$ cat src/rtl/csr_diff_queue_pkg.sv
// Shared types and CSR id constants for the difftest CSR-update queue.
package csr_diff_pkg;

  localparam int CSR_ID_W = 12;
  localparam int CSR_XLEN = 64;

  typedef struct packed {
    logic [CSR_ID_W-1:0] id;
    logic [CSR_XLEN-1:0] value;
  } entry_t;

  typedef enum logic [2:0] {
    ST_IDLE,
    ST_EPC,
    ST_CAUSE,
    ST_TVAL,
    ST_STATUS
  } state_t;

  localparam logic [11:0] CSR_MSTATUS = 12'h300;
  localparam logic [11:0] CSR_MEPC    = 12'h341;
  localparam logic [11:0] CSR_MCAUSE  = 12'h342;
  localparam logic [11:0] CSR_MTVAL   = 12'h343;
  localparam logic [11:0] CSR_SEPC    = 12'h141;
  localparam logic [11:0] CSR_SCAUSE  = 12'h142;
  localparam logic [11:0] CSR_STVAL   = 12'h143;

  // sstatus is reported through the mstatus view, so STATUS is mode-independent.
  function automatic logic [11:0] burst_id(state_t st, logic to_s);
    logic [11:0] id;
    case (st)
      ST_EPC:   id = to_s ? CSR_SEPC   : CSR_MEPC;
      ST_CAUSE: id = to_s ? CSR_SCAUSE : CSR_MCAUSE;
      ST_TVAL:  id = to_s ? CSR_STVAL  : CSR_MTVAL;
      default:  id = CSR_MSTATUS;
    endcase
    return id;
  endfunction

endpackage

$ cat src/rtl/csr_diff_queue_fifo.sv
// Circular-buffer FIFO for CSR diff entries; the tail rewrite port exists
// only when CSR_DIFF_COALESCE_EN is defined.
module csr_diff_fifo #(
  parameter int DEPTH = 4,
  parameter int W     = 76
) (
  input  logic                     clock,
  input  logic                     reset,
  input  logic                     enq,
  input  logic [W-1:0]             enq_data,
  input  logic                     deq,
`ifdef CSR_DIFF_COALESCE_EN
  input  logic                     tail_we,
  input  logic [W-1:0]             tail_data,
  output logic [W-1:0]             tail,
`endif
  output logic [W-1:0]             head,
  output logic [$clog2(DEPTH):0]   count,
  output logic                     full,
  output logic                     empty
);

  localparam int AW = $clog2(DEPTH);
  localparam logic [AW:0] FULL_CNT = (AW+1)'(DEPTH);

  logic [W-1:0]  mem [DEPTH];
  logic [AW-1:0] wr_ptr;
  logic [AW-1:0] rd_ptr;
  logic [AW-1:0] tail_ptr;
  logic          do_enq;
  logic          do_deq;

  assign full     = (count == FULL_CNT);
  assign empty    = (count == '0);
  assign do_enq   = enq && !full;
  assign do_deq   = deq && !empty;
  assign tail_ptr = wr_ptr - 1'b1;
  assign head     = mem[rd_ptr];
`ifdef CSR_DIFF_COALESCE_EN
  assign tail     = mem[tail_ptr];
`endif

  always_ff @(posedge clock or posedge reset) begin
    if (reset) begin
      wr_ptr <= '0;
      rd_ptr <= '0;
      count  <= '0;
      for (int i = 0; i < DEPTH; i++) mem[i] <= '0;
    end else begin
      if (do_enq) begin
        mem[wr_ptr] <= enq_data;
        wr_ptr      <= wr_ptr + 1'b1;
      end
`ifdef CSR_DIFF_COALESCE_EN
      if (tail_we) mem[tail_ptr] <= tail_data;
`endif
      if (do_deq) rd_ptr <= rd_ptr + 1'b1;
      case ({do_enq, do_deq})
        2'b10:   count <= count + 1'b1;
        2'b01:   count <= count - 1'b1;
        default: count <= count;
      endcase
    end
  end

endmodule

$ cat src/rtl/csr_diff_queue.sv
// Orders commit CSR writes and trap bursts into one {id, value} stream for difftest.
// Define CSR_DIFF_COALESCE_EN to fold repeated writes to the tail CSR into one entry.
module csr_diff_queue
  import csr_diff_pkg::*;
#(
  parameter int DEPTH = 4,
  parameter int ID_W  = 12,
  parameter int XLEN  = 64
) (
  input  logic                 clock,
  input  logic                 reset,
  input  logic                 in_valid,
  output logic                 in_ready,
  input  logic [ID_W-1:0]      in_id,
  input  logic [XLEN-1:0]      in_data,
  input  logic                 trap_valid,
  output logic                 trap_ready,
  input  logic                 trap_to_s,
  input  logic [XLEN-1:0]      trap_epc,
  input  logic [XLEN-1:0]      trap_cause,
  input  logic [XLEN-1:0]      trap_tval,
  input  logic [XLEN-1:0]      trap_status,
  output logic                 out_valid,
  input  logic                 out_ready,
  output logic [ID_W+XLEN-1:0] out_bits,
  input  logic [1:0]           priv_in,
  output logic [1:0]           priv_out
);

  localparam int W  = ID_W + XLEN;
  localparam int CW = $clog2(DEPTH) + 1;
`ifdef CSR_DIFF_COALESCE_EN
  // Extra MSB marks trap-burst entries so they are never coalesce targets.
  localparam int FW = W + 1;
`else
  localparam int FW = W;
`endif

  state_t          state;
  logic            to_s_q;
  logic [XLEN-1:0] epc_q, cause_q, tval_q, status_q;

  logic [FW-1:0]   head;
  logic [FW-1:0]   enq_data;
  logic [CW-1:0]   count;
  logic            full, empty;
  logic            enq, deq, in_fire, trap_fire, burst_enq;
  logic [ID_W-1:0] b_id;
  logic [XLEN-1:0] b_val;

  assign out_valid  = !empty;
  assign out_bits   = head[W-1:0];
  assign deq        = out_valid && out_ready;
  assign trap_ready = !reset && (state == ST_IDLE);
  assign in_fire    = in_valid && in_ready;
  assign trap_fire  = trap_valid && trap_ready;
  assign burst_enq  = (state != ST_IDLE) && !full;
  assign b_id       = ID_W'(burst_id(state, to_s_q));

  always_comb begin
    b_val = status_q;
    case (state)
      ST_EPC:   b_val = epc_q;
      ST_CAUSE: b_val = cause_q;
      ST_TVAL:  b_val = tval_q;
      default:  b_val = status_q;
    endcase
  end

`ifdef CSR_DIFF_COALESCE_EN
  logic [FW-1:0] tail;
  logic          hit;
  logic          tail_we;

  // With a lone entry being dequeued this cycle the tail is leaving, so no fold.
  assign hit = in_valid && (state == ST_IDLE) && !tail[W] &&
               (tail[W-1:XLEN] == in_id) &&
               ((count >= CW'(2)) || ((count == CW'(1)) && !deq));
  assign in_ready = !reset && (state == ST_IDLE) && (!full || hit);
  assign tail_we  = in_fire && hit;
  assign enq      = (in_fire && !hit) || burst_enq;
  assign enq_data = burst_enq ? {1'b1, b_id, b_val} : {1'b0, in_id, in_data};
`else
  assign in_ready = !reset && (state == ST_IDLE) && !full;
  assign enq      = in_fire || burst_enq;
  assign enq_data = burst_enq ? {b_id, b_val} : {in_id, in_data};
`endif

  csr_diff_fifo #(
    .DEPTH (DEPTH),
    .W     (FW)
  ) u_fifo (
    .clock     (clock),
    .reset     (reset),
    .enq       (enq),
    .enq_data  (enq_data),
    .deq       (deq),
`ifdef CSR_DIFF_COALESCE_EN
    .tail_we   (tail_we),
    .tail_data ({1'b0, in_id, in_data}),
    .tail      (tail),
`endif
    .head      (head),
    .count     (count),
    .full      (full),
    .empty     (empty)
  );

  // A write firing alongside the trap is enqueued now; the burst starts next cycle.
  always_ff @(posedge clock or posedge reset) begin
    if (reset) begin
      state    <= ST_IDLE;
      to_s_q   <= 1'b0;
      epc_q    <= '0;
      cause_q  <= '0;
      tval_q   <= '0;
      status_q <= '0;
    end else begin
      case (state)
        ST_IDLE: if (trap_fire) begin
          to_s_q   <= trap_to_s;
          epc_q    <= trap_epc;
          cause_q  <= trap_cause;
          tval_q   <= trap_tval;
          status_q <= trap_status;
          state    <= ST_EPC;
        end
        ST_EPC:    if (!full) state <= ST_CAUSE;
        ST_CAUSE:  if (!full) state <= ST_TVAL;
        ST_TVAL:   if (!full) state <= ST_STATUS;
        ST_STATUS: if (!full) state <= ST_IDLE;
        default:   state <= ST_IDLE;
      endcase
    end
  end

  always_ff @(posedge clock or posedge reset) begin
    if (reset) priv_out <= 2'b11;
    else       priv_out <= priv_in;
  end

endmodule

$ cat config.mk
export PLATFORM = sky130hd
export DESIGN_NAME = csr_diff_queue
export DESIGN_NICKNAME = d
export VERILOG_FILES = /design/src/rtl/csr_diff_queue_pkg.sv /design/src/rtl/csr_diff_queue_fifo.sv /design/src/rtl/csr_diff_queue.sv
export SDC_FILE = /design/constraint.sdc
export NUM_CORES = 1
export LEC_CHECK = 0
export CAP_MARGIN = 20
export CORE_MARGIN = 10
export CORE_UTILIZATION = 43
export DETAILED_ROUTE_END_ITERATION = 12
export PLACE_DENSITY_LB_ADDON = 0.15
export SKIP_CTS_REPAIR_TIMING = 1
export SLEW_MARGIN = 20
export SYNTH_ARGS = -nofsm -noshare
export SYNTH_HDL_FRONTEND = slang
export SYNTH_HIERARCHICAL = 1
export SYNTH_SLANG_ARGS = --single-unit
$ cat constraint.sdc
create_clock -name clock -period 29.7 [get_ports clock]
set_input_delay 4.455 -clock clock [delete_from_list [all_inputs] [get_ports clock]]
set_output_delay 4.455 -clock clock [all_outputs]
set_load 0.03 [all_outputs]
==> impl_metrics.csv, run 1 <==
group,metric,value,unit
status,status,"finished, violations left",
status,violations,"antenna violations",
yosys,synth-xor-area-share,0.231,%
clock_network,clkLatencyLatePin,620,ps
clock_network,cts_sinks,573,
sta,whs,489,ps
clock_network,htree_levels,2,
sta,slew_headroom,17.8,%
yosys,synth-edff-count,0,
cells_and_area,area_growth,25.0,%
cells_and_area,fin_cells,2972,
sta,worstMarginPinSlew,1220,ps
power,powerDensity,133,nW/um^2
place,dp_cells,2837,
routing,drtIter0Drc,945,
routing,wl_per_cell,25.4,microns
yosys,synth_warnings,6,
yosys,ys_seq_area_share,54.0,%
yosys,avgSynthCellArea,15.3,sq um
global_routing,grt_antenna_before_repair,28,
yosys,yosys.area_share.simple,1.75,%
yosys,synth_area,26600,sq um
sta,drv_slew,0,
clock_network,clockBufferDepth,3,
power,leakage,14.5,nW
clock_network,cts-root-buf,"clkbuf_16",
job,maxCapViolations,0,
power,p_total,4.42,mW
critical_path,critPathKind,"input port to primary output",
place,io_buffers,420,
clock_network,cts_buffers,61,
yosys,async_flop_share,100,%
routing,vias,16100,
critical_path,cp_max_fo,3,
place,dpl.hpwl,51800,microns
place,dp_slack,18740,ps
yosys,ys_types,36,
sta,fmax,91.4,MHz
place,gp_congestion,0.864,
die,die_x,269,microns
die,core.rowCount,91,
routing,viasPerCell,5.41,
yosys,ys_ff_latch,573,
routing,routed_wirelength,75400,microns
sta,period_needed,10940,ps
sta,min_period_over_period,36.8,%
yosys,synth_top_family_by_area,"multiplexers",
sta,finalHoldViolCount,0,
power,peakVddDrop,78.7,uV
die,die_area,72100,sq um
critical_path,critical_path.startpoint_type,"input port",
cells_and_area,fin_nets,2456,
yosys,synth_fp_nets,2083,
sta,tns,0,ps
die,start_util,43.2,%
die,die_y,269,microns
global_routing,grtUsageTotal,20.7,%
global_routing,grt_pass1_wl,112000,microns
yosys,synthFlopType,"dfrtp_1",
routing,detail-route-antenna-nets,1,
sta,setup_viol,0,
min_path,hp-class,"register to register",
clock_network,clkTransAtPathRegs,60,ps
critical_path,critPathRequiredTime,25240,ps
yosys,synth_cells,1737,
critical_path,worstSetupEndpointType,"primary output",
sta,postLayoutSetupSlackWorst,18760,ps
sta,rsz0062_at_grt,"no",
critical_path,r2r_slack,25390,ps
critical_path,worstPathArrival,6490,ps
routing,dr.pass1.iters,5,
cells_and_area,drive_above_1_share,33.9,%
global_routing,gr-total-overflow,0,
routing,drc_errors,0,
sta,fin_skew,15.4,ps
clock_network,cts_tree,"yes",
die,coreArea,61500,sq um
yosys,synthAdderAreaFrac,0.311,%
yosys,synthMuxAreaShare,35.3,%
global_routing,first_global_vias,17500,
yosys,synth_compound_gate_area_share,5.03,%
die,ios,421,
global_routing,grt_max_degree,150,
[layer usage]
layer	vias to the layer above	part of all wire, %	track usage, %
met1	8458	46	28.8
met5	-	0.18	0
met3	100	5.2	5.00
met4	20	2.1	6.86
met2	329	47	31.3
li1	7163	-	-
[cells in the mapped netlist (2+ instances only)]
library cell | count | area, sq um
dfrtp_1 | 571 | 14300
mux2_2 | 349 | 3930
mux2_4 | 180 | 2700
mux4_2 | 76 | 1710
nand2_1 | 74 | 278
o21ai_0 | 67 | 335
mux2i_1 | 65 | 651
a2bb2oi_1 | 64 | 561
o22ai_1 | 64 | 400
buf_6 | 41 | 462
clkbuf_1 | 39 | 146
buf_2 | 38 | 190
mux2_1 | 33 | 372
nor2_1 | 12 | 45.0
inv_1 | 11 | 41.3
and2_1 | 7 | 43.8
buf_1 | 7 | 26.3
buf_4 | 6 | 45.0
ha_1 | 5 | 62.6
xnor2_1 | 4 | 35.0
nand2b_1 | 3 | 18.8
xor2_1 | 3 | 26.3
a21oi_1 | 2 | 10.0
dfstp_2 | 2 | 52.6
nor2b_1 | 2 | 12.5
nor3_1 | 2 | 10.0
[through the flow]
stage | area [sq um] | util, %
2_1_floorplan | 26600 | -
3_3_place_gp | 31100 | 50.7
3_5_place_dp | 31100 | 50.7
4_1_cts | 33100 | 53.9
5_1_grt | 33200 | 54.0
6_report | 33200 | 54.0
[critical path, stage by stage]
cell and delay, ps:
clkdlybuf4s50_1 630, nor4_4 450, nor2b_1 240, clkdlybuf4s50_1 700
[final cells by class]
| type | instances | area, sq um |
|---|---|---|
| inverter | 11 | 56.3 |
| clock inverter | 11 | 136 |
| clock buffer | 100 | 1850 |
| antenna | 24 | 60.1 |
| sequential | 573 | 14400 |
| fill | 5165 | 28300 |
| multi-input combinational | 1022 | 11400 |
| tap | 790 | 988 |
| timing repair buffer | 441 | 4390 |
[registers in the layout, summed over array words and instances, names as in the netlist]
signal / flops
u_fifo/count: 3
u_fifo/mem: 304
to_s_q: 1
status_q: 64
epc_q: 64
state: 3
cause_q: 64
priv_out: 2
u_fifo/rd_ptr: 2
u_fifo/wr_ptr: 2
tval_q: 64
[worst paths after layout]
kind / endpoint / from / depth (start not counted)
max: in_ready / reset / 4
min: tval_q[38]$_DFFE_PP0P_ / tval_q[38]$_DFFE_PP0P_ / 1
max reg2reg: u_fifo/mem[255]$_DFFE_PP0P_ / state[0]$_DFFE_PP0P_ / 7
min reg2reg: tval_q[38]$_DFFE_PP0P_ / tval_q[38]$_DFFE_PP0P_ / 1
max in group asynchronous: state[1]$_DFFE_PP0P_ / reset / 4
min in group asynchronous: u_fifo/wr_ptr[0]$_DFFE_PP0P_ / reset / 2
[cells by family after synthesis]
group	after synthesis
muxes	703
DFF	573
AOI/OAI and AO/OA	201
buffers and inverters	142
and+or+nand+nor	105
xor gates and xnor gates	7
adders and majority gates	6
[cells in the final DEF (no fill, tap or decap), types with 3 or more instances in the layout]
cell,count
inv_1,9
ha_1,5
dfrtp_1,566
nor2_1,7
o22ai_1,64
clkinv_2,6
bufinv_16,3
clkbuf_16,63
dfrtp_4,3
mux2_4,180
clkdlybuf4s50_1,420
buf_6,4
o21ai_0,67
diode_2,24
and2_1,7
mux4_2,76
a2bb2oi_1,64
xnor2_1,4
mux2i_1,65
buf_4,16
nand2_1,74
clkbuf_1,24
xor2_1,3
nor2_4,5
mux2_2,349
clkbuf_8,13
mux2_1,33
[power by group]
part / leakage, nW / internal (mW) / switching (mW)
sequential: 6.91 / 1.18 / 0.246
clock: 0.969 / 0.446 / 0.310
combinational: 6.60 / 1.11 / 1.13
total: 14.5 / 2.74 / 1.68
Note: power is estimated with default switching activity, not from simulation.
==> run 2: changes to the inputs <==
Clock period 29.7 ns to 9.3 ns, I/O delays scaled along.
==> run 2 against run 1 <==
Critical path depth decreased by 1; sequential cell count is the same; first-iteration DRC count rose by 14%; routed wire length up 0.36%; final cell count is 0.27% lower; worst hold slack improved by 0.81 ps; combinational power rose to 3.2 times the previous value; the flow now finishes without violations; critical endpoint is now out_bits[60].
==> impl_metrics.csv, run 2 (same netlist as run 1, synthesis figures left out) <==
group,metric,value,unit
sta,tns,0,ps
die,die_area,72100,sq um
critical_path,r2r_end,"u_fifo/mem[44]$_DFFE_PP0P_",
die,core.rowCount,91,
global_routing,gr-total-overflow,0,
power,p_total,14.2,mW
cells_and_area,layout_common_cells,"566 x dfrtp_1, 420 x clkdlybuf4s50_1, 349 x mux2_2",
place,dpl.hpwl,52900,microns
die,die_y,269,microns
critical_path,crit_chain,"buf_4 > mux4_2 > clkdlybuf4s50_1",
sta,period_needed,4970,ps
routing,detail-route-antenna-nets,0,
job,maxCapViolations,0,
routing,wl_per_cell,25.5,microns
cells_and_area,fillCellCount,5092,
critical_path,r2r_slack,4660,ps
die,die_x,269,microns
critical_path,worstPathArrival,3580,ps
die,start_util,43.2,%
routing,drc_errors,0,
min_path,hp-class,"register to register",
sta,slew_headroom,22.9,%
global_routing,grt_max_degree,193,
sta,rsz0062_at_grt,"no",
routing,dr.pass1.iters,4,
clock_network,cts_sinks,573,
critical_path,worstSetupEndpointType,"primary output",
clock_network,clkLatencyLatePin,630,ps
routing,vias,16100,
sta,setup_viol,0,
routing,routed_wirelength,75700,microns
cells_and_area,largest_reg_flops,304,
clock_network,cts_tree,"yes",
critical_path,r2r_start,"state[1]$_DFFE_PP0P_",
power,leakage,14.5,nW
cells_and_area,multiInputGateArea,11400,sq um
clock_network,htree_levels,2,
place,io_buffers,420,
power,peakVddDrop,178,uV
critical_path,critPathRequiredTime,7910,ps
critical_path,critPathKind,"register to primary output",
critical_path,crit_path_max_incr_delay,930,ps
clock_network,clkTransAtPathRegs,60,ps
sta,finalHoldViolCount,0,
clock_network,clockBufferDepth,3,
critical_path,crit_end,"out_bits[60]",
global_routing,first_global_vias,17200,
sta,worstMarginPinSlew,1140,ps
sta,drv_slew,0,
global_routing,grt_antenna_before_repair,22,
global_routing,grtUsageTotal,20.7,%
cells_and_area,drive_above_1_share,34.4,%
cells_and_area,fin_nets,2455,
global_routing,grt_pass1_wl,113000,microns
die,ios,421,
cells_and_area,regArea,14400,sq um
cells_and_area,top_register,"u_fifo/mem",
clock_network,cts_buffers,61,
place,gp_congestion,0.835,
routing,drtIter0Drc,1074,
die,coreArea,61500,sq um
critical_path,critical_path.startpoint_type,"register",
sta,fin_skew,16.7,ps
critical_path,startpoint,"u_fifo/rd_ptr[0]$_DFFE_PP0P_",
clock_network,cts-root-buf,"clkbuf_16",
routing,viasPerCell,5.43,
critical_path,cp_max_fo,40,
sta,fmax,201,MHz
power,powerDensity,427,nW/um^2
status,status,"finished, final reports clean",
critical_path,cp_slowest_cell,"dfrtp_4",
sta,min_period_over_period,53.4,%
cells_and_area,final_common_cell,"dfrtp_1",
critical_path,ff2ff_path_depth,9,
cells_and_area,area_growth,25.3,%
run 2: report_power, final:
group	switching, mW	internal [mW]	total, mW
registers	0.792	3.77	4.56
clock network	1.01	1.48	2.49
logic	3.60	3.54	7.14
run 2: stage by stage:
stage / std cells / utilization [%] / instance area (sq um) / worst slack (ps) / hold WS (ps)
2_1_floorplan: 1737 / - / 26600 / 696 / 464
3_3_place_gp: 2835 / 50.6 / 31100 / 4050 / 474
3_5_place_dp: 2835 / 50.6 / 31100 / 4010 / 481
4_1_cts: 2948 / 54.0 / 33200 / 4190 / 494
5_1_grt: 2961 / 54.1 / 33300 / 4110 / 507
6_report: 2964 / 54.1 / 33300 / 4330 / 490
run 2: critical path: cells and delay by family (launching register included):
family / cells / cell delay [ps]
flops: 1 / 930
mux: 1 / 630
buf+inv: 2 / 1360
run 2: cell type report:
cell class | instances | share of cell area (%)
Sequential cell | 573 | 43.1
Multi-Input combinational cell | 1022 | 34.2
Timing Repair Buffer | 440 | 13.2
Clock buffer | 97 | 5.62
Tap cell | 790 | 2.97
Clock inverter | 16 | 0.620
Inverter | 11 | 0.158
Antenna cell | 15 | 0.113
run 2: how the worst min path moves through the flow:
stage | start | to | slack [ps] | cells past startpoint
detailed placement | tval_q[34]$_DFFE_PP0P_ | tval_q[34]$_DFFE_PP0P_ | 480 | 1
finish | cause_q[59]$_DFFE_PP0P_ | cause_q[59]$_DFFE_PP0P_ | 490 | 1
global placement | tval_q[39]$_DFFE_PP0P_ | tval_q[39]$_DFFE_PP0P_ | 470 | 1
CTS | tval_q[34]$_DFFE_PP0P_ | tval_q[34]$_DFFE_PP0P_ | 490 | 1
global route | tval_q[34]$_DFFE_PP0P_ | tval_q[34]$_DFFE_PP0P_ | 510 | 1
floorplan | epc_q[16]$_DFFE_PP0P_ | epc_q[16]$_DFFE_PP0P_ | 460 | 1
run 2: layer usage:
layer  wire, microns  global-route usage (%)  vias to the layer above  share of wire [%]
li1                -                       -                     7162                  -
met1           34800                    29.5                     8476                 46
met2           35600                    31.6                      351                 47
met3            3630                    4.36                       98                4.8
met4            1530                    5.81                       14                2.0
met5             100                       0                        -               0.13
==> run 3: changes to the inputs <==
Clock period 9.3 ns to 5 ns, I/O delays scaled along.
==> run 3 against run 2 <==
Utilization grew 0.47 points; clock skew is 2.9 ps higher; global-route usage up 0.28 points; largest cell class unchanged.
==> impl_metrics.csv, run 3 (same netlist as run 1, synthesis figures left out) <==
group,metric,value,unit
die,die_x,269,microns
global_routing,grt_pass1_wl,114000,microns
die,ios,421,
sta,drv_slew,0,
place,dp_slack,1440,ps
critical_path,cp_max_fo,37,
min_path,hp-class,"register to register",
routing,routed_wirelength,75900,microns
place,dpl.hpwl,53200,microns
clock_network,cts_tree,"yes",
sta,worstMarginPinSlew,1110,ps
routing,drc_errors,0,
cells_and_area,multiInputGateArea,11400,sq um
critical_path,cp_slowest_cell,"dfrtp_4",
min_path,hp-start,"cause_q[20]$_DFFE_PP0P_",
clock_network,clkTransAtPathRegs,60,ps
routing,vias,16100,
critical_path,startpoint,"u_fifo/rd_ptr[0]$_DFFE_PP0P_",
routing,routed.top_layer,"met5",
die,core.rowCount,91,
global_routing,gr-total-overflow,0,
sta,rsz0062_at_grt,"no",
cells_and_area,largest_reg_flops,304,
global_routing,grtUsageTotal,21.0,%
cells_and_area,finish.utilization,54.6,%
clock_network,cts_sinks,573,
sta,tns,0,ps
routing,wl_per_cell,25.5,microns
clock_network,htree_levels,3,
power,leakage,14.7,nW
global_routing,grt_antenna_before_repair,21,
sta,min_period_over_period,77.2,%
min_path,holdPathEnd,"cause_q[20]$_DFFE_PP0P_",
cells_and_area,fin_nets,2473,
critical_path,crit_path_max_incr_delay,900,ps
critical_path,crit_cells,3,
job,maxCapViolations,0,
cells_and_area,regArea,14400,sq um
sta,slew_headroom,25.5,%
die,die_y,269,microns
clock_network,clkLatencyLatePin,580,ps
sta,period_needed,3860,ps
power,peakVddDrop,521,uV
cells_and_area,top_register,"u_fifo/mem",
critical_path,critical_path.startpoint_type,"register",
global_routing,grt_max_degree,154,
place,gp_congestion,0.863,
clock_network,cts_buffers,66,
die,coreArea,61500,sq um
cells_and_area,drive_above_1_share,35.0,%
cells_and_area,area_growth,26.4,%
critical_path,r2r_end,"u_fifo/mem[205]$_DFFE_PP0P_",
sta,fin_skew,19.5,ps
critical_path,r2r_slack,1600,ps
routing,detail-route-antenna-nets,0,
cells_and_area,fillCellCount,5040,
global_routing,first_global_vias,17800,
sta,setup_viol,0,
critical_path,critPathRequiredTime,4250,ps
routing,met3_length,3410,microns
die,die_area,72100,sq um
critical_path,critPathKind,"register to primary output",
sta,postLayoutSetupSlackWorst,1140,ps
cells_and_area,final_common_cell,"dfrtp_1",
clock_network,cts-root-buf,"clkbuf_16",
status,status,"finished, final reports clean",
critical_path,ff2ff_path_depth,7,
place,io_buffers,420,
routing,dr.pass1.iters,5,
critical_path,r2r_start,"state[1]$_DFFE_PP0P_",
power,powerDensity,794,nW/um^2
routing,met1Wirelength,34400,microns
critical_path,path_buf_inv,2,
critical_path,worstPathArrival,3110,ps
die,start_util,43.2,%
min_path,holdPathStages,1,
sta,finalHoldViolCount,0,
critical_path,worstSetupEndpointType,"primary output",
cells_and_area,layout_common_cells,"566 x dfrtp_1, 420 x clkdlybuf4s50_1, 349 x mux2_2",
power,p_total,26.7,mW
sta,fmax,259,MHz
critical_path,critPathTopFamily,"buffers and inverters",
routing,met2_length,36300,microns
routing,drtIter0Drc,940,
clock_network,clockBufferDepth,3,
routing,viasPerCell,5.40,
critical_path,crit_chain,"buf_4 > mux4_2 > clkdlybuf4s50_1",
-- run 3: cell count changes in the layout (fill, tap and decap cells not counted), moves of 2 or more --
cell       delta
buf_6         -2
clkinv_8      -2
buf_12        +9
bufinv_16     -2
clkbuf_16    +10
clkbuf_1      -5
buf_4         +7
clkbuf_8      -3
-- run 3: how the worst max path moves through the flow --
stage / end / slack (ps)
after floorplan: u_fifo/count[0]$_DFFE_PP0P_ / 110
after global placement: u_fifo/mem[6]$_DFFE_PP0P_ / 1480
after detailed placement: u_fifo/mem[8]$_DFFE_PP0P_ / 1440
after CTS: out_bits[38] / 1010
after global routing: out_bits[64] / 960
final: out_bits[31] / 1140
-- run 3: where the power goes --
part           internal [mW]  total (mW)  switching [mW]  leakage, nW
sequential              7.02        8.47            1.45         6.91
clock                   2.94        4.83            1.89         1.09
combinational           6.66        13.4            6.72         6.68
total                   16.6        26.7            10.1         14.7
-- run 3: final cells by class --
| type | count | share of cell area, % |
|---|---|---|
| flip-flops and latches | 573 | 42.8 |
| multi-input cells | 1022 | 33.9 |
| repair buffers | 453 | 13.7 |
| clock buffers | 99 | 6.14 |
| well taps | 790 | 2.94 |
| clock inverters | 14 | 0.380 |
| inverters | 11 | 0.145 |
| diodes | 15 | 0.112 |
-- run 3: through the flow --
step	hold WS, ps	area (sq um)	instances
floorplan	464	26600	1737
global placement	473	31300	2848
detailed placement	481	31300	2848
CTS	493	33500	2961
global route	507	33600	2974
finish	490	33600	2977
-- run 3: metal layers --
metal | vias up | GRT usage (%)
li1 | 7182 | -
met1 | 8436 | 28.9
met2 | 340 | 32.9
met3 | 93 | 4.26
met4 | 14 | 6.79
met5 | - | 0
-- run 3: worst reg2reg max path, stage by stage, from the launching register on --
cell and delay [ps]:
dfrtp_4 520, buf_4 580, buf_4 630, mux2i_1 170, a2bb2oi_1 300, o22ai_1 160
o21ai_0 680, mux2_2 290
